[config.mk]
export PLATFORM = sky130hd
export DESIGN_NAME = barrel_shifter
export DESIGN_NICKNAME = d
export VERILOG_FILES = /design/src/rtl/barrel_shifter.sv
export SDC_FILE = /design/constraint.sdc
export NUM_CORES = 1
export LEC_CHECK = 0
export CAP_MARGIN = 10
export CORE_MARGIN = 3
export CORE_UTILIZATION = 50
export CTS_CLUSTER_SIZE = 28
export DETAILED_ROUTE_END_ITERATION = 8
export MAX_ROUTING_LAYER = met4
export PLACE_DENSITY = 0.84
export SYNTH_ARGS = -nofsm -noshare
export SYNTH_HDL_FRONTEND = slang
export SYNTH_SLANG_ARGS = --single-unit
export TNS_END_PERCENT = 1
[constraint.sdc]
create_clock -name clk -period 0.9 [get_ports clk]
set_input_delay 0.09 -clock clk [delete_from_list [all_inputs] [get_ports clk]]
set_output_delay 0.09 -clock clk [all_outputs]
set_load 0.005 [all_outputs]
[src/rtl/barrel_shifter.sv]
// Registered logical barrel shifter: log2 stages of left shifts,
// with bit reversal around the network to get right shifts.
module barrel_shifter #(
  parameter int WIDTH = 8,
  parameter int SHW   = 3
) (
  input  logic             clk,
  input  logic             rst,
  input  logic [WIDTH-1:0] in,
  input  logic [SHW-1:0]   shamt,
  input  logic             dir,
  output logic [WIDTH-1:0] out
);

  logic [WIDTH-1:0] fwd;
  logic [WIDTH-1:0] res;
  logic [WIDTH-1:0] stage [SHW+1];

  // Right shift = reverse, shift left, reverse back.
  always_comb begin
    fwd = '0;
    for (int i = 0; i < WIDTH; i++) begin
      fwd[i] = dir ? in[i] : in[WIDTH-1-i];
    end
  end

  assign stage[0] = fwd;

  for (genvar k = 0; k < SHW; k++) begin : g_stage
    assign stage[k+1] = shamt[k] ? (stage[k] << (2**k)) : stage[k];
  end

  always_comb begin
    res = '0;
    for (int i = 0; i < WIDTH; i++) begin
      res[i] = dir ? stage[SHW][i] : stage[SHW][WIDTH-1-i];
    end
  end

  always_ff @(posedge clk or posedge rst) begin
    if (rst) out <= '0;
    else     out <= res;
  end

endmodule

# --- Word-level counts from Yosys, hierarchy flattened ---
# Cells that the tools add are included.
totals:
  register_bits: 8
  in_bits: 14
  elab_cells: 20
op_classes:
  n_mux: 19
op_table:
  columns: ["op", "n"]
  rows:
  - ["2-to-1 mux 8 bit", 3]
  - ["2-to-1 mux 1 bit", 16]

# --- Depth between registers and ports, before layout ---
depth:
  ltp_word: 5
  ltp_mapped: 6

# --- Least setup slack after synthesis ---
# OpenSTA, ideal clock, no wires.
synth_timing:
  path_kind: "input port to flip-flop"
  from: "in shamt[1]"
  to: "reg out[3]"
  setup_time_ns: 0.132
  t_arrival_ns: 0.926
  t_required_ns: 0.768
  slack_ns: -0.158
  stages: 4
  n_path_buf: 1
  cell_sequence: "buf_6 -> mux4_2 -> a31oi_1 -> o21ai_1"
synth_between:
  elab_chain_cells: 3
synth_rtl:
  columns: ["element", "line", "source"]
  rows:
  - ["from (decl)", "10", "input logic [SHW-1:0] shamt,"]
  - ["2-to-1 mux 8 bit (2 in series)", "30", "assign stage[k+1] = shamt[k] ? (stage[k] << (2**k)) : stage[k];"]
  - ["2-to-1 mux 1 bit", "36", "res[i] = dir ? stage[SHW][i] : stage[SHW][WIDTH-1-i];"]
  - ["net res[3]", "16", "logic [WIDTH-1:0] res;"]
  - ["to (signal assigned)", "42", "else out <= res;"]
  - ["to (decl)", "12", "output logic [WIDTH-1:0] out"]
# The timed path passes the listed nets, and every way through them passes these cells.

# --- Worst setup path in the final report ---
layout_timing:
  from: "in dir"
  to: "reg out[6]"
layout_between:
  elab_chain_cells: 5
  word_cells_on_any_way: 11
  classes_between: "11 x mux"
layout_rtl:
  columns: ["element", "line", "source"]
  rows:
  - ["from (decl)", "11", "input logic dir,"]
  - ["2-to-1 mux 1 bit", "23", "fwd[i] = dir ? in[i] : in[WIDTH-1-i];"]
  - ["2-to-1 mux 8 bit (3 in series)", "30", null]
  - ["2-to-1 mux 1 bit *", "36", null]
  - ["net res[6]", "16", null]
# Mark *: on every way through the listed nets, which the timed path passes. The rest lies on a longest branch.

==> out/qor.yml <==
drtPass1Iterations: 5
power_density_mw_per_mm2: 1060
grt_pass1_wl_um: 4230
globalRouteOverflowTotal: 0
finalSetupViolCount: 2
synthTopCellsByArea: "dfrtp_1 26%, mux2i_1 13%, mux4_2 8.9%"
area_growth_pct: 54.5
leakage_nw: 0.514
postRouteWirelength_um: 2870
grt_usage_pct: 30.2
final_core_utilization_pct: 85.9
maxSlewHeadroom_pct: 80.2
fin_crit_ns: 0.940
synth_area_um2: 759
drc: 0
rows: 13
cp-end-kind: "register"
crit_type: "in -> reg"
synth_top_area_share_pct: 26.4
antenna_cells: 0
yosysWarnings: 0
slew_violations: 0
yosys.area.top_type: "dfrtp_1"
cp_max_fo: 16
nNetsFinal: 124
place.gp.congestion: 0.901
antenna_found_initial: 0
final_cell_mix: "10 x buf_4, 9 x clkbuf_2, 8 x buf_2, 8 x dfrtp_1"
die_h_um: 45.0
cts_tree: "yes"
clock-root-buffer: "clkbuf_4"
stdcell_count: 123
largestRegisters: "out x8"
period_share_pct: 104
routed_via_density: 7.03
numPortBuffers: 21
syn_nets: 90
synthCells: 76
chipWidth_um: 45.0
tightest_slew_ns: 0.289
cts_buffers: 3
path_clk_slew_ns: 0.05
outcome: "finished with violations"
cp_slowest_cell: "a32oi_1"
vias: 865
rsz0062_at_grt: "yes"
ys_types: 30
yosysSeqAreaShare_pct: 26.4
fmax_mhz: 1060
drive_gt1_share_pct: 55.6
n_fill_cell: 76
cap_violations: 0
crit_required_ns: 1.03
layout_commonest_cell: "buf_4"
slowest_delay_ns: 0.19
dp_hpwl_um: 1590
hold_buffers: 0
die_area_mm2: 0.00202
crit_path_cell_trace: "clkbuf_4, buf_6, inv_1, buf_4, a32oi_1, o21ai_1"
ys_ff_latch: 8
wl_per_cell_um: 23.3
hold_viol_final: 0
dp_cells: 115
grt_pass1_vias: 894
grt_max_degree: 17
worst_slack_ns: -0.0397
ir_drop_mv: 0.471
ctsHtreeMaxLevel: 1
startpoint_type: "input port"
violations: "setup timing"
cts_sinks: 8
postRouteAntennaNets: 0
start_util_pct: 55.6
syn_area_per_cell_um2: 9.99
io_pins: 22
largest_reg_flops: 8
cp.arrival_ns: 1.07
coreArea_mm2: 0.00137
hold_slack_ns: 0.0692
drtIter0Drc: 40
largest_register: "out"
hold_class: "in -> async"
ctsLongestPathBuffers: 2
setup_tns_ns: -0.0722
## routing by layer
layer | GRT usage [%] | part of all wire, % | vias up
met4 | 25.1 | 7.4 | 0
met5 | - | 0 | -
li1 | - | - | 355
met1 | 31.2 | 36 | 392
met2 | 49.7 | 47 | 86
met3 | 4.38 | 9.4 | 32
## layout make-up
cell class	count	area, um2	area share [%]
Clock buffer	3	22.5	1.92
Inverter	3	11.3	0.959
Multi-Input combinational cell	58	614	52.3
Sequential cell	8	200	17.1
Tap cell	15	18.8	1.60
Timing Repair Buffer	36	307	26.1
## cell families after synthesis
family	synth area share, %
mux	33.4
flops	26.4
simple gates	13.3
xor+xnor	1.15
compound gates	16.8
buf+inv	8.90
## power breakdown
group	total (W)	internal [W]	leakage [nW]	switching (W)
Combinational	0.000565	0.000287	0.399	0.000279
Sequential	0.000406	0.000396	0.102	0.00000962
Clock	0.000270	0.000152	0.0138	0.000117
Total	0.00124	0.000835	0.514	0.000406
## worst paths after layout
kind,from,to,slack [ns],cells past startpoint
min,rst,out[3],0.07,2
max in group asynchronous,rst,out[2],0.61,2
max,dir,out[6],-0.04,6
min in group clk,shamt[1],out[5],0.31,3
## synth_stat cells
library cell  count
a211oi_1          1
a21oi_1           3
a31oi_1           3
a32oi_1           2
buf_4             2
buf_6             3
clkbuf_1          2
dfrtp_1           8
inv_1             2
inv_2             1
mux2_1            1
mux2_2            2
mux2i_1          10
mux4_1            2
mux4_2            3
nand2_1           4
nand2b_1          2
nand3_1           2
nand3b_1          1
nor2_1            5
nor2b_1           1
nor3_1            1
nor4b_1           2
o21ai_0           4
o21ai_1           3
o21bai_1          1
o31a_1            1
o32ai_1           2
or3b_1            1
xnor2_1           1
## critical path: cells and delay by family
family / cells / cell delay (ns)
AO/OA/AOI/OAI: 2 / 0.29
buffers and inverters: 4 / 0.68
## per-stage QoR
step	cell area [um2]	total power [W]	setup WS (ns)
3_3_place_gp	1020	0.000844	-0.719
3_5_place_dp	1020	0.000864	-0.800
4_1_cts	1130	0.00116	-0.0486
5_1_grt	1170	0.00129	-0.0746
6_report	1170	0.00124	-0.0397
2_1_floorplan	768	0.000653	-0.107
## what timing repair did
action / in CTS / in global routing
setup buffers: 2 / 1
endpoints found under the setup margin: 16 / 15
cloned: 2 / 0
gates resized for setup: 75 / 34
pin swaps: 8 / 6
No activity file was read; power rests on OpenSTA's default activity.
